===== src/rtl/core_bus_arbiter.sv =====
`timescale 1ns/1ps
// Purpose: arbitrates single-cycle fetch and mem requests onto one downstream bus, one transaction at a time.
// Latency: downstream request one cycle after the upstream pulse; upstream response one cycle after the bus response.
// Backpressure: one pending slot per port; pulses are dropped while that port is pending or outstanding.
//
// Ports:
//   clk, rst                        clock, synchronous active-high reset
//   fetch_request_enable, freq_*    fetch request pulse and fields
//   fetch_response_enable, fresp_*  fetch response pulse and data
//   mem_request_enable, mreq_*      mem request pulse and fields
//   mem_response_enable, mresp_*    mem response pulse and data
//   bus_request_enable, breq_*      downstream request pulse and held fields (breq_is_fetch = source)
//   bus_response_enable, bresp_data downstream response
//   mmu_exception_enable            aborts the outstanding downstream transaction
module core_bus_arbiter #(
  parameter bit MEM_FIRST = 1'b1
) (
  input  logic        clk,
  input  logic        rst,
  input  logic        fetch_request_enable,
  input  logic        freq_mode,
  input  logic [31:0] freq_addr,
  input  logic [31:0] freq_wdata,
  input  logic [3:0]  freq_wstrb,
  output logic        fetch_response_enable,
  output logic [31:0] fresp_data,
  input  logic        mem_request_enable,
  input  logic        mreq_mode,
  input  logic [31:0] mreq_addr,
  input  logic [31:0] mreq_wdata,
  input  logic [3:0]  mreq_wstrb,
  output logic        mem_response_enable,
  output logic [31:0] mresp_data,
  output logic        bus_request_enable,
  output logic        breq_mode,
  output logic [31:0] breq_addr,
  output logic [31:0] breq_wdata,
  output logic [3:0]  breq_wstrb,
  output logic        breq_is_fetch,
  input  logic        bus_response_enable,
  input  logic [31:0] bresp_data,
  input  logic        mmu_exception_enable
);

  typedef enum logic [1:0] {
    IDLE       = 2'd0,
    BUSY_FETCH = 2'd1,
    BUSY_MEM   = 2'd2
  } state_t;

  state_t state;

  logic        f_pend;
  logic        f_mode;
  logic [31:0] f_addr;
  logic [31:0] f_wdata;
  logic [3:0]  f_wstrb;

  logic        m_pend;
  logic        m_mode;
  logic [31:0] m_addr;
  logic [31:0] m_wdata;
  logic [3:0]  m_wstrb;

  // Source of the most recent grant, used to stop one port hogging the bus.
  logic        last_fetch;

  logic        f_take;
  logic        m_take;
  logic        f_cand;
  logic        m_cand;
  logic        grant_f;
  logic        grant_m;
  logic        pick_mem;

  logic        c_mode;
  logic [31:0] c_addr;
  logic [31:0] c_wdata;
  logic [3:0]  c_wstrb;

  // A pulse is accepted only when its port has neither a pending nor an outstanding request.
  assign f_take = fetch_request_enable && !f_pend && (state != BUSY_FETCH);
  assign m_take = mem_request_enable   && !m_pend && (state != BUSY_MEM);
  assign f_cand = f_pend || f_take;
  assign m_cand = m_pend || m_take;

  always_comb begin
    grant_f  = 1'b0;
    grant_m  = 1'b0;
    pick_mem = MEM_FIRST;
    if (state == IDLE) begin
      if (f_cand && m_cand) begin
        // The loser of fixed priority wins instead when it has already waited
        // through a grant that went to the priority port.
        if (MEM_FIRST && !last_fetch && f_pend) pick_mem = 1'b0;
        if (!MEM_FIRST && last_fetch && m_pend) pick_mem = 1'b1;
        grant_m = pick_mem;
        grant_f = !pick_mem;
      end else begin
        grant_f = f_cand;
        grant_m = m_cand;
      end
    end
  end

  // Granted request comes from the pending slot if one is held, else straight from the pulse.
  always_comb begin
    if (grant_f) begin
      c_mode  = f_pend ? f_mode  : freq_mode;
      c_addr  = f_pend ? f_addr  : freq_addr;
      c_wdata = f_pend ? f_wdata : freq_wdata;
      c_wstrb = f_pend ? f_wstrb : freq_wstrb;
    end else begin
      c_mode  = m_pend ? m_mode  : mreq_mode;
      c_addr  = m_pend ? m_addr  : mreq_addr;
      c_wdata = m_pend ? m_wdata : mreq_wdata;
      c_wstrb = m_pend ? m_wstrb : mreq_wstrb;
    end
  end

  always_ff @(posedge clk) begin
    if (rst) begin
      state                 <= IDLE;
      f_pend                <= 1'b0;
      f_mode                <= 1'b0;
      f_addr                <= '0;
      f_wdata               <= '0;
      f_wstrb               <= '0;
      m_pend                <= 1'b0;
      m_mode                <= 1'b0;
      m_addr                <= '0;
      m_wdata               <= '0;
      m_wstrb               <= '0;
      last_fetch            <= 1'b0;
      bus_request_enable    <= 1'b0;
      breq_mode             <= 1'b0;
      breq_addr             <= '0;
      breq_wdata            <= '0;
      breq_wstrb            <= '0;
      breq_is_fetch         <= 1'b0;
      fetch_response_enable <= 1'b0;
      fresp_data            <= '0;
      mem_response_enable   <= 1'b0;
      mresp_data            <= '0;
    end else begin
      bus_request_enable    <= 1'b0;
      fetch_response_enable <= 1'b0;
      mem_response_enable   <= 1'b0;

      if (grant_f) begin
        f_pend <= 1'b0;
      end else if (f_take) begin
        f_pend  <= 1'b1;
        f_mode  <= freq_mode;
        f_addr  <= freq_addr;
        f_wdata <= freq_wdata;
        f_wstrb <= freq_wstrb;
      end

      if (grant_m) begin
        m_pend <= 1'b0;
      end else if (m_take) begin
        m_pend  <= 1'b1;
        m_mode  <= mreq_mode;
        m_addr  <= mreq_addr;
        m_wdata <= mreq_wdata;
        m_wstrb <= mreq_wstrb;
      end

      case (state)
        IDLE: begin
          if (grant_f || grant_m) begin
            bus_request_enable <= 1'b1;
            breq_is_fetch      <= grant_f;
            breq_mode          <= c_mode;
            breq_addr          <= c_addr;
            breq_wdata         <= c_wdata;
            breq_wstrb         <= c_wstrb;
            last_fetch         <= grant_f;
            state              <= grant_f ? BUSY_FETCH : BUSY_MEM;
          end
        end
        BUSY_FETCH, BUSY_MEM: begin
          // The issue cycle itself cannot end the transaction; this keeps
          // back-to-back downstream requests at least three cycles apart.
          if (!bus_request_enable) begin
            if (mmu_exception_enable) begin
              state <= IDLE;
            end else if (bus_response_enable) begin
              state <= IDLE;
              if (state == BUSY_FETCH) begin
                fetch_response_enable <= 1'b1;
                fresp_data            <= bresp_data;
              end else begin
                mem_response_enable <= 1'b1;
                mresp_data          <= bresp_data;
              end
            end
          end
        end
        default: state <= IDLE;
      endcase
    end
  end

endmodule


===== config.mk =====
export PLATFORM = sky130hd
export DESIGN_NAME = core_bus_arbiter
export DESIGN_NICKNAME = d
export VERILOG_FILES = /design/src/rtl/core_bus_arbiter.sv
export SDC_FILE = /design/constraint.sdc
export NUM_CORES = 1
export LEC_CHECK = 0
export CORE_MARGIN = 2
export CORE_UTILIZATION = 54
export CTS_BUF_LIST = sky130_fd_sc_hd__clkbuf_4 sky130_fd_sc_hd__clkbuf_8
export CTS_CLUSTER_SIZE = 12
export DETAILED_ROUTE_END_ITERATION = 16
export PLACE_DENSITY = 0.92
export SLEW_MARGIN = 20
export SYNTH_ARGS = -nofsm -noshare
export SYNTH_HDL_FRONTEND = slang
export SYNTH_SLANG_ARGS = --single-unit

===== constraint.sdc =====
create_clock -name clk -period 2.85 [get_ports clk]
set_input_delay 0.57 -clock clk [delete_from_list [all_inputs] [get_ports clk]]
set_output_delay 0.57 -clock clk [all_outputs]
set_load 0.02 [all_outputs]

### Word level (Yosys, flattened, before mapping)

Cells that the tools add are included.

| word-level totals | value |
|---|---|
| input bits | 176 |
| word-level logic and storage cells | 89 |
| output and inout bits | 137 |
| register bits after elaboration | 279 |

| cells by class | value |
|---|---|
| equality and inequality tests | 7 |
| reductions and logical operators | 25 |
| bitwise operators | 8 |
| mux-type cells | 28 |

Operators with widths:

| kind | number |
|---|---|
| $mux 32 | 6 |
| $mux 1 | 13 |
| $mux 4 | 3 |
| $mux 2 | 5 |
| $reduce_and 5->1 | 2 |
| $not 1->1 | 8 |
| $reduce_or 2->1 | 4 |
| $logic_and 1x1->1 | 6 |
| $reduce_and 2->1 | 3 |
| $reduce_or 5->1 | 1 |
| $logic_not 1->1 | 4 |
| $ne 2x1->1 const B | 2 |
| $ne 2x2->1 const B | 2 |
| $pmux 2 s2 | 1 |
| $logic_or 1x1->1 | 3 |
| $ne 3x3->1 const B | 1 |
| $reduce_and 3->1 | 1 |
| $eq 2x1->1 const B | 1 |
| $eq 2x2->1 const B | 1 |
| $logic_not 2->1 | 1 |

### Longest topological paths before layout

| logic depth | value |
|---|---|
| word-level depth | 13 |
| mapped depth | 9 |
| gate-level depth less buffers | 6 |

### Worst setup path before layout

No wires, ideal clock.

| timing path | value |
|---|---|
| path kind | register to register |
| from | register state[0] |
| to | register breq_addr[0] |
| setup time | 0.142 ns |
| arrival | 1.654 ns |
| path slack | 1.055 ns |
| period minus slack after synthesis | 1.795 ns |
| data required time | 2.708 ns |
| path buffers | 1 |
| cell stages (with the launch flop) | 7 |
| path through | dfxtp_1 > inv_1 > ha_1 > nand2b_1 > a221oi_2 > clkbuf_1 > a2111oi_1 |

| between the ends | value |
|---|---|
| cells in the longest elaborated chain, start to end | 8 |
| elaborated cells between the ends (all ways) | 15 |
| classes of those cells | eq/ne: 2; mux: 5; reduce/logical: 8 |

Ends and longest elaborated chain:

| what | line | text |
|---|---|---|
| start, declared | 51 | `state_t state;` |
| start signal, assigned | 180 | `state <= grant_f ? BUSY_FETCH : BUSY_MEM;` |
| $ne 2x1->1 or $ne 2x2->1 (tied branches) | 82, 83 |  |
| $logic_and 1x1->1, on equally long branches | 82, 83 |  |
| $logic_or 1x1->1, on equally long branches | 84, 85 |  |
| $logic_and 1x1->1 | 92 | `if (f_cand && m_cand) begin` |
| $mux 1 | 92 |  |
| $mux 1 | 91 | `if (state == IDLE) begin` |
| $logic_or 1x1->1 | 172 | `if (grant_f \|\| grant_m) begin` |
| $reduce_and 2->1 (no line) | -- |  |
| end signal, assigned | 176 | `breq_addr <= c_addr;` |
| end, declared | 36 | `output logic [31:0] breq_addr,` |

Parallel ways exist; a longest one is shown, timed or not.
A chain may end at the register's enable or synchronous reset.

### Worst setup path in the final report

| timing path | value |
|---|---|
| from | register state[1] |
| to | register breq_addr[15] |

The elaborated chain is that of the path after synthesis.

==> impl_metrics.tcl <==
set metrics [dict create \
    place_congestion 0.790 \
    cts.clk_slew.worst_paths_ps 60 \
    fillers 1463 \
    timing.hold.ws_ps 449 \
    slew-limit-headroom 0.477 \
    hold_path_end "f_wdata[4]$_SDFFE_PP0P_" \
    die_w_um 151 \
    fin_setup_tns_ps 0 \
    viasPerCell 5.89 \
    hpwl_mm 23.9 \
    r2r_start "state[1]$_SDFFE_PP0P_" \
    grt_max_degree 114 \
    clock-sinks 279 \
    worstPathRequired_ps 3220 \
    antenna_found_initial 1 \
    synth_largest_area_cell "dfxtp_1" \
    fin_skew_ps 17.7 \
    pre_cts_ws_ps 287 \
    setup_viol 0 \
    pwr-share-seq 0.346 \
    vdd_drop_max_v 0.000668 \
    startpoint_type "register" \
    synth_edf_count 0 \
    critical_path.max_stage_delay_ps 530 \
    utilization 0.756 \
    min-delay-start "f_wdata[4]$_SDFFE_PP0P_" \
    nets 1843 \
    portBuffers 312 \
    grt_util_all_layers 0.316 \
    syn_nets 1579 \
    ioPinCount 313 \
    ant_nets 0 \
    hold_buffers 0 \
    synth.avg_cell_area_um2 8.30 \
    max_freq_mhz 446 \
    cts_made_buffers 45 \
    dr.pass1.iters 6 \
    period_needed_ps 2240 \
    core-area_um2 21100 \
    power_density_nw_per_um2 991 \
    area_growth_pct 37.1 \
    routed_wl_mm 36.7 \
    cts-htree-levels 2 \
    clkLatencyLatePin_ps 540 \
    num_rows 53 \
    cts_tree "done" \
    r2r_end "breq_addr[15]$_SDFFE_PP0P_" \
    die_area_um2 22700 \
    vias 11607 \
    clockBufferDepth 3 \
    yosys.area.top_type_share 0.480 \
    drt_iter0_drc 848 \
    grt-ovfl-total 0 \
    hold_viol 0 \
    postSynthCellCount 1400 \
    crit_path_top_delay_cell "a2111oi_0" \
    synth-seq-area-share 0.480 \
    reg2reg_depth 7 \
    regToRegSetupSlack_ps 610 \
    power.switching_w 0.00621 \
    clkPwrFrac 0.227 \
    synth_warnings 0 \
    power_leakage_nw 5.51 \
    ys_top_cells_by_area "dfxtp_1, nand2_1, a21oi_1" \
    cp_max_fo 35 \
    syn_area_um2 11600 \
    power_frac_comb 0.427 \
    grt_pass1_wl_mm 57.8 \
    drc 0 \
    grt_setup_unrepaired "no" \
    root_buffer "clkbuf_8" \
    post_cts_buffers 0 \
    crit_start "state[1]$_SDFFE_PP0P_" \
    drive_above_1_share 0.0761 \
    arrival_ps 2610 \
    initial_core_util 0.551 \
    ys.flop_type "dfxtp_1" \
    ctsResizeCount 0 \
    hold-path-cell-count 2 \
    ys_ff_latch 279 \
    p_int_w 0.00958 \
    status "finished clean" \
    worstMarginPinSlew_ps 784 \
    hold_class "register to register" \
    maxCapViolCount 0 \
    ys_types 36 \
    post_drt_wl_per_cell_um 18.6 \
    post-route-period-util 0.787 \
    layout_setup_ws_ps 608 \
    slew_viol_final 0 \
    crit_type "register to register" \
    synthArstFlopShare 0 \
    crit_chain "inv_1 -> ha_1 -> nor2b_2 -> o21ai_4 -> buf_12 -> a2111oi_0 -> a2111oi_1" \
    end_kind "register" \
    die_y_um 151 \
    grt_pass1_vias 11523 \
    p_total_w 0.0158 \
    swShare 0.393 \
]
cell usage in the layout (no fill, tap or decap), types with 2 or more instances in the layout:
cell type        count
a2111oi_0           69
a2111oi_1           69
a211oi_1             3
a21oi_1            204
and2_1              70
buf_12               8
buf_4               25
clkbuf_4            18
clkbuf_8            60
clkdlybuf4s50_1    311
clkinv_2             2
dfxtp_1            277
ha_1                 3
inv_1                3
inv_2                3
mux2i_1             69
nand2_1            406
nand2b_1             4
nor2_1              72
nor2b_1              2
nor2b_2              2
worst max path at each step:
stage	end	cells after the start
after detailed placement	breq_wdata[13]$_SDFFE_PP0P_	6
after global placement	breq_wdata[8]$_SDFFE_PP0P_	6
after global routing	breq_wdata[13]$_SDFFE_PP0P_	7
final	breq_addr[15]$_SDFFE_PP0P_	7
after floorplan	breq_addr[0]$_SDFFE_PP0P_	6
after CTS	breq_addr[15]$_SDFFE_PP0P_	7
layout make-up:
type                       count  area (um2)  area share
clock inverter                 2        10.0    0.000628
sequential                   279        5590       0.351
antenna                        1        2.50    0.000157
inverter                       6        22.5     0.00141
clock buffer                  77         947      0.0594
multi-input combinational    987        5540       0.348
tap                          275         344      0.0216
timing repair buffer         345        3470       0.218
critical path, delay by kind of cell, from the launching register on:
family | cells | cell delay, ps
adders and majority gates | 1 | 250
buffers and inverters | 2 | 310
AOI/OAI and AO/OA | 3 | 830
DFF | 1 | 330
and+or+nand+nor | 1 | 330
synthesized netlist by cell type, drive strengths merged, types with 2 or more instances:
cell type / n
a2111oi: 138
a211oi: 4
a21oi: 204
and2: 70
buf: 28
clkbuf: 100
dfxtp: 279
ha: 3
inv: 5
mux2i: 69
nand2: 406
nand2b: 4
nor2: 72
nor2b: 4
o21ai: 2
through the flow:
stage | instances | cell area, um2
finish | 1972 | 15900
global route | 1972 | 15900
CTS | 1971 | 15900
detailed placement | 1892 | 15000
global placement | 1892 | 15000
floorplan | 1400 | 11600
flip-flops by register name, summed over array words and instances (netlist names), 2 cells and up:
name and count:
breq_addr 32, breq_wdata 32, breq_wstrb 4, f_addr 32, f_wdata 32, f_wstrb 4, fresp_data 32, m_addr 32
m_wdata 32, m_wstrb 4, mresp_data 32, state 2
routing by layer:
metal	part of all wire	vias to the layer above	global-route usage
li1	-	5395	-
met1	0.38	5429	0.381
met2	0.49	641	0.538
met3	0.083	142	0.0558
met4	0.049	0	0.167
met5	0	-	0
cell families after synthesis:
logic type,synth area share
compound gates,0.210
fa+ha+maj,0.00323
buf+inv,0.0475
flops,0.480
mux,0.0594
simple gates,0.199
power by group through the flow:
stage / clock [W] / combinational, W / sequential [W]
finish: 0.00359 / 0.00674 / 0.00546
global route: 0.00380 / 0.00725 / 0.00554
CTS: 0.00361 / 0.00669 / 0.00544
detailed placement: 0 / 0.00665 / 0.00551
global placement: 0 / 0.00645 / 0.00546
floorplan: 0 / 0.00361 / 0.00584
Note: power is estimated with default switching activity, not from simulation.
==> RTL edit: new RTL, same flow settings <==
Put one more register stage on the output `breq_wdata`, cleared by the reset. The value now appears one clock later. The other outputs are not delayed to match.
--- a/src/rtl/core_bus_arbiter.sv
+++ b/src/rtl/core_bus_arbiter.sv
@@ -48,6 +48,8 @@
     BUSY_MEM   = 2'd2
   } state_t;
 
+  logic [31:0] breq_wdata_s0;
+
   state_t state;
 
   logic        f_pend;
@@ -135,7 +137,7 @@
       bus_request_enable    <= 1'b0;
       breq_mode             <= 1'b0;
       breq_addr             <= '0;
-      breq_wdata            <= '0;
+      breq_wdata_s0         <= '0;
       breq_wstrb            <= '0;
       breq_is_fetch         <= 1'b0;
       fetch_response_enable <= 1'b0;
@@ -174,7 +176,7 @@
             breq_is_fetch      <= grant_f;
             breq_mode          <= c_mode;
             breq_addr          <= c_addr;
-            breq_wdata         <= c_wdata;
+            breq_wdata_s0      <= c_wdata;
             breq_wstrb         <= c_wstrb;
             last_fetch         <= grant_f;
             state              <= grant_f ? BUSY_FETCH : BUSY_MEM;
@@ -203,5 +205,13 @@
     end
   end
 
+  always_ff @(posedge clk) begin
+    if (rst) begin
+      breq_wdata <= '0;
+    end else begin
+      breq_wdata <= breq_wdata_s0;
+    end
+  end
+
 endmodule
 
Function: changed (a bounded check fails within 4 cycles, from zero or initial values and one cycle with rst high).
==> RTL edit against the original RTL <==
  * Via count increased by 0.16%
  * Non-clock buffer count is 2 higher
  * First-iteration DRC count down 2.7%
  * Critical path depth decreased by 1
  * Sequential cell count grew 32
  * Largest power group unchanged
  * Sequential share of layout area is 1.8 points higher
  * Count of clock-buffer cells in the layout decreased by 1
  * Clock skew rose by 11 ps
  * Power up 8.8%
  * Wire length increased by 4.6%
  * Area after synthesis increased by 7.3%
  * Cell area increased by 6.2%
  * Setup slack worse by 190 ps
==> RTL edit: results (changes against the original RTL) <==
| Metric | Value |
|---|---|
| Status | completed |
| Detailed Place HPWL | 24.1 mm (+0.82%) |
| Register area share after synthesis | 49.9% (+1.9 points) |
| Iter 0 DRT Violations | 825 (-2.7%) |
| CTS H-tree lvls | 2 (unchanged) |
| Synthesis Warnings | 0 (unchanged) |
| Fillers | 1439 (-1.6%) |
| Pre-CTS WS | -47.0 ps (-334 ps) |
| Async SR Flop Fraction | 0% (unchanged) |
| Initial DRT Pass Iterations | 8 (+2) |
| Cell variety after synth | 37 (+2.8%) |
| Initial antenna violation count | 1 (unchanged) |
| CTS clk-pin slew, worst paths | 70 ps |
| Drt via density | 5.72 (-2.7%) |
| Post-CTS Setup Bufs | 0 (unchanged) |
| Final wirelength | 38.4 mm (+4.6%) |
| Power Dens Cells | 1020 mW/mm2 (+2.5%) |
| Share of layout cells above drive strength 1 | 11.6% (+4.0 points) |
| Worst path slowest cell | buf_4 |
| Largest net degree at the start of global routing | 102 (-11%) |
| Number of port buffers | 312 (unchanged) |
| GR Util All Layers | 30.6% (-0.98 points) |
| Synthesized Nets | 1610 (+2.0%) |
| Synth area leaders | dfxtp_1, nand2_1, a21oi_1, mux2i_1, a2111oi_2 |
| Placed Cells incl. Taps | 1940 (+2.5%) |
| Top_reg_cell synth | dfxtp_1 |
| Max IR drop VDD | 620 uV (-7.2%) |
| Worst Skew | 28.8 ps (+11.1 ps) |
| TritonCTS Buffers | 49 (+8.9%) |
| GPL Wtd Cong | 0.787 (-0.38%) |
| First-pass GRT wire length | 60.1 mm (+3.9%) |
| Vias in the first global route | 11900 (+3.1%) |
| Gate count after technology mapping | 1431 (+2.2%) |
| Clock latency at the later pin of the worst-skew pair | 560 ps (+20 ps) |
| Root buffer cell | clkbuf_8 |
| Diodes inserted | 0 (-1) |
| LEAKAGE | 5.97 nW (+8.3%) |
| Non-filler cells in the finished layout | 2031 (+3.0%) |
| Worst Max-Slew Pin Slew | 905 ps (+121 ps) |
| Top delay family on crit path | buffers and inverters |
| Critical Path Max Stage Delay | 660 ps (+130 ps) |
| Worst min path class | flip-flop to flip-flop |
| Post-placement cell area | 0.0158 mm2 (+5.7%) |
| CP max FO | 38 (+8.6%) |
| Critical path data arrival time | 2860 ps (+250 ps) |
| Gates resized, CTS repair | 0 (unchanged) |
| Commonest cells post-synth | nand2_1, dfxtp_1, a21oi_1 |
| CTS max path bufs | 3 (unchanged) |
[RTL edit: layer usage]
layer | track usage, % | routed length, um | vias up
li1 | - | - | 5448
met1 | 35.9 | 14800 | 5531
met2 | 53.6 | 19200 | 534
met3 | 6.89 | 3010 | 111
met4 | 13.7 | 1420 | 2
met5 | 0 | 13 | -
[RTL edit: report_power, final]
part	internal [W]	total, W	switching (W)
combinational	0.00295	0.00714	0.00419
clock	0.00221	0.00398	0.00177
sequential	0.00545	0.00605	0.000603
[RTL edit: tightest hold or removal path, cell delays in order, from the launching register on]
cell and delay (ps):
dfxtp_1 310, nand2_1 50, a21oi_1 50
[RTL edit: cells by family (layout without fill, tap and decap cells)]
family	Yosys count	in the layout	synth area share (%)
AOI/OAI and AO/OA	355	355	19.2
buffers and inverters	127	442	4.31
DFF	311	311	49.9
muxes	101	101	8.42
adders and majority gates	3	3	0.301
and+or+nand+nor	534	534	17.8
[RTL edit: path summary, 6_finish.rpt]
| path | startpoint | depth (start not counted) | endpoint | slack [ps] |
|---|---|---|---|---|
| min reg2reg | f_wdata[26]$_SDFFE_PP0P_ | 2 | f_wdata[26]$_SDFFE_PP0P_ | 450 |
| max | f_pend$_SDFFE_PP0P_ | 6 | breq_wstrb[1]$_SDFFE_PP0P_ | 420 |
| max reg2reg | f_pend$_SDFFE_PP0P_ | 6 | breq_wstrb[1]$_SDFFE_PP0P_ | 420 |
| min | f_wdata[26]$_SDFFE_PP0P_ | 2 | f_wdata[26]$_SDFFE_PP0P_ | 450 |
[RTL edit: area by class of cell]
type / count / share of cell area, %
clock buffer: 76 / 5.81
clock inverter: 14 / 0.459
inverter: 5 / 0.111
multi-input combinational: 993 / 34.0
sequential: 311 / 36.8
tap: 285 / 2.11
timing repair buffer: 347 / 20.7
